`src/rtl/mem_port_arbiter.sv`:
```
// Shared memory port arbiter: CPU-first with starvation bound for debug,
// plus a debug lock mode for exclusive programming bursts.
module mem_port_arbiter #(
  parameter int REGISTER_WIDTH       = 4,
  parameter int MEMORY_ADDRESS_WIDTH = 4,
  parameter int STARVE_LIMIT         = 4,
  parameter int STARVE_CNT_WIDTH     = 3
) (
  input  logic                            clk_i,
  input  logic                            reset_i,
  input  logic                            cpu_req_i,
  input  logic                            cpu_we_i,
  input  logic [MEMORY_ADDRESS_WIDTH-1:0] cpu_addr_i,
  input  logic [REGISTER_WIDTH-1:0]       cpu_wdata_i,
  output logic                            cpu_gnt_o,
  output logic [REGISTER_WIDTH-1:0]       cpu_rdata_o,
  output logic                            cpu_rvalid_o,
  input  logic                            dbg_req_i,
  input  logic                            dbg_we_i,
  input  logic [MEMORY_ADDRESS_WIDTH-1:0] dbg_addr_i,
  input  logic [REGISTER_WIDTH-1:0]       dbg_wdata_i,
  input  logic                            dbg_lock_i,
  output logic                            dbg_gnt_o,
  output logic [REGISTER_WIDTH-1:0]       dbg_rdata_o,
  output logic                            dbg_rvalid_o,
  output logic                            read_en_mem_o,
  output logic                            write_en_mem_o,
  output logic [MEMORY_ADDRESS_WIDTH-1:0] addr_mem_o,
  output logic [REGISTER_WIDTH-1:0]       write_data_mem_o,
  input  logic [REGISTER_WIDTH-1:0]       read_data_mem_i,
  output logic [1:0]                      owner_o
);

  typedef enum logic [1:0] {
    stIDLE = 2'd0,
    stCPU  = 2'd1,
    stDBG  = 2'd2,
    stLOCK = 2'd3
  } state_t;

  localparam logic [STARVE_CNT_WIDTH-1:0] LIMIT =
    STARVE_CNT_WIDTH'(STARVE_LIMIT);

  state_t                      state_q;
  state_t                      state_d;
  logic [STARVE_CNT_WIDTH-1:0] starve_q;
  logic [STARVE_CNT_WIDTH-1:0] starve_d;
  logic                        starved;
  logic                        cpu_win;
  logic                        dbg_win;

  assign starved = (starve_q == LIMIT);

  always_comb begin
    cpu_win = 1'b0;
    dbg_win = 1'b0;
    state_d = stIDLE;
    if (reset_i) begin
      state_d = stIDLE;
    end else if (state_q == stLOCK && dbg_lock_i) begin
      dbg_win = dbg_req_i;
      state_d = stLOCK;
    end else begin
      // Exit cycle of a lock falls through to normal arbitration
      if (dbg_req_i && (!cpu_req_i || starved))
        dbg_win = 1'b1;
      else if (cpu_req_i)
        cpu_win = 1'b1;
      unique case (1'b1)
        cpu_win: state_d = stCPU;
        dbg_win: state_d = dbg_lock_i ? stLOCK : stDBG;
        default: state_d = stIDLE;
      endcase
    end
  end

  always_comb begin
    starve_d = starve_q;
    if (!dbg_req_i || dbg_win)
      starve_d = '0;
    else if (cpu_win && !starved)
      starve_d = starve_q + 1'b1;
  end

  always_comb begin
    read_en_mem_o    = 1'b0;
    write_en_mem_o   = 1'b0;
    addr_mem_o       = '0;
    write_data_mem_o = '0;
    unique case (1'b1)
      cpu_win: begin
        read_en_mem_o    = !cpu_we_i;
        write_en_mem_o   = cpu_we_i;
        addr_mem_o       = cpu_addr_i;
        write_data_mem_o = cpu_wdata_i;
      end
      dbg_win: begin
        read_en_mem_o    = !dbg_we_i;
        write_en_mem_o   = dbg_we_i;
        addr_mem_o       = dbg_addr_i;
        write_data_mem_o = dbg_wdata_i;
      end
      default: ;
    endcase
  end

  always_ff @(posedge clk_i) begin
    if (reset_i) begin
      state_q      <= stIDLE;
      starve_q     <= '0;
      cpu_rdata_o  <= '0;
      cpu_rvalid_o <= 1'b0;
      dbg_rdata_o  <= '0;
      dbg_rvalid_o <= 1'b0;
    end else begin
      state_q      <= state_d;
      starve_q     <= starve_d;
      cpu_rvalid_o <= cpu_win && !cpu_we_i;
      dbg_rvalid_o <= dbg_win && !dbg_we_i;
      if (cpu_win && !cpu_we_i)
        cpu_rdata_o <= read_data_mem_i;
      if (dbg_win && !dbg_we_i)
        dbg_rdata_o <= read_data_mem_i;
    end
  end

  assign cpu_gnt_o = cpu_win;
  assign dbg_gnt_o = dbg_win;
  assign owner_o   = state_q;

endmodule

```
`config.mk`:
```
export PLATFORM = sky130hd
export DESIGN_NAME = mem_port_arbiter
export DESIGN_NICKNAME = d
export VERILOG_FILES = /design/src/rtl/mem_port_arbiter.sv
export SDC_FILE = /design/constraint.sdc
export NUM_CORES = 1
export LEC_CHECK = 0
export ABC_AREA = 1
export CORE_AREA = 2 2 44 50
export DETAILED_ROUTE_END_ITERATION = 8
export DIE_AREA = 0 0 46 52
export DONT_BUFFER_PORTS = 1
export GPL_TIMING_DRIVEN = 0
export SYNTH_ARGS = -nofsm -noshare
export SYNTH_HDL_FRONTEND = slang
export SYNTH_SLANG_ARGS = --single-unit
```
`constraint.sdc`:
```
create_clock -name clk_i -period 2.1 [get_ports clk_i]
set_input_delay 0.525 -clock clk_i [delete_from_list [all_inputs] [get_ports clk_i]]
set_output_delay 0.525 -clock clk_i [all_outputs]
set_load 0.005 [all_outputs]
```
==> out/metrics.cfg <==
[outcome]
status=finished, final reports clean

[critical_path]
path_cells=inv_1, ha_1, nand2_2, nand2_4, a21oi_4, nand2_4, clkinv_4, nand2_1, nand2_1
slowest_delay_ns=0.35
cp-end-kind=primary output
worst-r2r-setup-slack_ns=0.73
cp_slowest_cell=dfxtp_2
path_buf_inv=2
crit_cells=9
crit_path_start_kind=register
cp-startpoint=starve_q[0]
rr_worst_depth=8
critPathKind=register to primary output
rr_startpoint=starve_q[0]
cp.required_ns=1.57
path_delay_family=simple AND/OR/NAND/NOR gates
reg2reg_to=starve_q[0]
arrival_ns=1.51
crit_fanout=6

[drt]
vias=760
vias_per_cell=5.241
drt-initial-drc-count=12
ant_nets=0
dr.pass1.iters=6
drc=0
wl_per_cell_um=12.50
routed_wl_um=1813

[sta]
hold_slack_ns=0.3443
period_share_pct=96.85
tightest_slew_ns=0.1914
worst_slack_ns=0.06620
slew_headroom_pct=87.19
fin_skew_ns=0.008698
slew_viol_final=0
period_minus_slack_ns=2.034
setup_viol=0
setup-tns-final_ns=0
fmax_mhz=491.7
hold_viol_final=0

[clocking]
clk_path_buf_depth=2
clk_latency_ns=0.29
clockRootBuffer=clkbuf_4
cts_buffers=3
htreeDepth=1
cts_sinks=15
path_clk_slew_ns=0.09
tritoncts=yes
hold_buffers=0

[placed_design]
dp.cells=136
routabilityCongestion=0.6942
place_ws_ns=0.1910
hpwl_um=1338
io_buffer_count=0

[logic_synthesis]
synth_top_family_by_area=simple AND/OR/NAND/NOR gates
syn-num-nets=146
synth_common_cells=nand2_1, dfxtp_1, inv_1, nor2_1, a21oi_1
syn_inst=117
netlist.area_leader.share_pct=37.27
synth_top_area_cell=dfxtp_1
synth.area.top_cells=dfxtp_1, nand2_1, inv_1
avgSynthCellArea_sq_um=6.887
synth_mux_area_share_pct=0
ys_warn_count=0
synth_ff_type=dfxtp_1
synth_area_sq_um=805.8
async_reset_ff_share_pct=0
ys_ff_latch=15
synthXorXnorAreaFrac_pct=1.087
synth_edf_count=0
ys_types=19
synthAdderAreaFrac_pct=3.106
synth_compound_area_share_pct=5.590
yosysMostFrequentCell=nand2_1
yosysSeqAreaShare_pct=37.27
synth-simple-area-share_pct=44.25

[power_and_ir_drop]
power_density_nw_per_um2=596.5
p_int_mw=0.3931
p_leak_nw=0.4703
p_sw_mw=0.1540
p_total_mw=0.5470
irDropWorstVdd_uv=414.6
pwr-share-clk_pct=30.7
pwr-share-seq_pct=55.4
sw_frac_of_total_pct=28.14
power_frac_comb_pct=13.8

[die]
ios=51
die_area_sq_um=2392
die-width_um=46
placementRows=17
core_area_sq_um=1914
start_util_pct=42.09
die_y_um=52

[global_route]
grt.total_usage_pct=15.15
overflow=0
grt_max_degree=11
grt_pass1_vias=655
grt_pass1_wl_um=2628
antenna_found_initial=0

[layout]
drive_above_1_share_pct=21.43
antenna_cells=0
syn2layout_area_growth_pct=13.82
layout.nets=156
stdcell_count=145

[min_path]
hold_path_depth=2
holdPathEnd=owner_o[0]
hp-start=dbg_lock_i
worstHoldPathType=input port to register

[job]
maxCapViolCount=0

metal layers:
layer | global-route usage (%) | part of all wire (%) | up-vias
met5 | 0 | 0 | -
met4 | 7.143 | 1.6 | 0
met3 | 2.431 | 8.8 | 4
li1 | - | - | 380
met1 | 17.56 | 41 | 331
met2 | 26.16 | 49 | 45
how the worst max path moves through the flow:
| stage | endpoint | slack, ns |
|---|---|---|
| after global routing | write_data_mem_o[0] | -0.01 |
| after global placement | addr_mem_o[3] | 0.23 |
| after CTS | addr_mem_o[3] | 0.03 |
| final | addr_mem_o[3] | 0.07 |
| after floorplan | addr_mem_o[0] | 0.35 |
| after detailed placement | write_data_mem_o[0] | 0.19 |
repair_timing:
action | 4_1_cts | 5_1_grt
pin swaps | 2 | 1
resized for setup | 3 | 3
buffers inserted | 2 | 2
endpoints found under the setup margin | 10 | 8
gates cloned | 0 | 1
kinds of logic after synthesis:
logic type,count (synthesis)
simple gates,74
buf+inv,17
flops,15
xor+xnor,1
fa+ha+maj,2
compound gates,8
stage by stage:
step,cell area (sq um),util [%]
3_5_place_dp,829.5,43.33
4_1_cts,884.6,46.21
5_1_grt,917.1,47.91
2_1_floorplan,805.8,-
3_3_place_gp,829.5,43.33
6_report,917.1,47.91
placed cells by master, fill, tap and decap left out:
master / count
nand4_4: 1
inv_1: 12
nand2_2: 3
a21oi_4: 1
a21oi_1: 6
nand2_1: 47
clkbuf_4: 3
clkinv_2: 3
ha_1: 2
clkinv_4: 1
buf_4: 5
xor2_1: 1
inv_2: 2
nor2_1: 12
dfxtp_1: 14
nor2_4: 1
nand3_2: 3
nand2_4: 2
nand3_1: 1
nor2_8: 1
dfxtp_2: 1
o22ai_1: 1
nand4_1: 3
state kept, by name (all words and copies together) (netlist names):
name / flops
starve_q: 3
owner_o: 2
cpu_rdata_o: 4
dbg_rvalid_o: 1
cpu_rvalid_o: 1
dbg_rdata_o: 4
power groups by stage:
stage          sequential, mW  combinational [mW]  clock, mW
4_1_cts                 0.303              0.0720      0.174
3_3_place_gp            0.309              0.0661          0
6_report                0.303              0.0758      0.168
2_1_floorplan           0.308              0.0577          0
3_5_place_dp            0.310              0.0681          0
5_1_grt                 0.304              0.0860      0.182
area by class of cell:
class | instances | area [sq um]
flip-flops and latches | 15 | 301.5
repair buffers | 4 | 30.03
clock buffers | 3 | 22.52
plain buffers | 1 | 7.507
clock inverters | 1 | 5.005
multi-input cells | 85 | 455.4
inverters | 16 | 66.31
fillers | 194 | 997.2
repair inverters | 1 | 5.005
well taps | 19 | 23.77
Power figures use the tool's default switching activity.
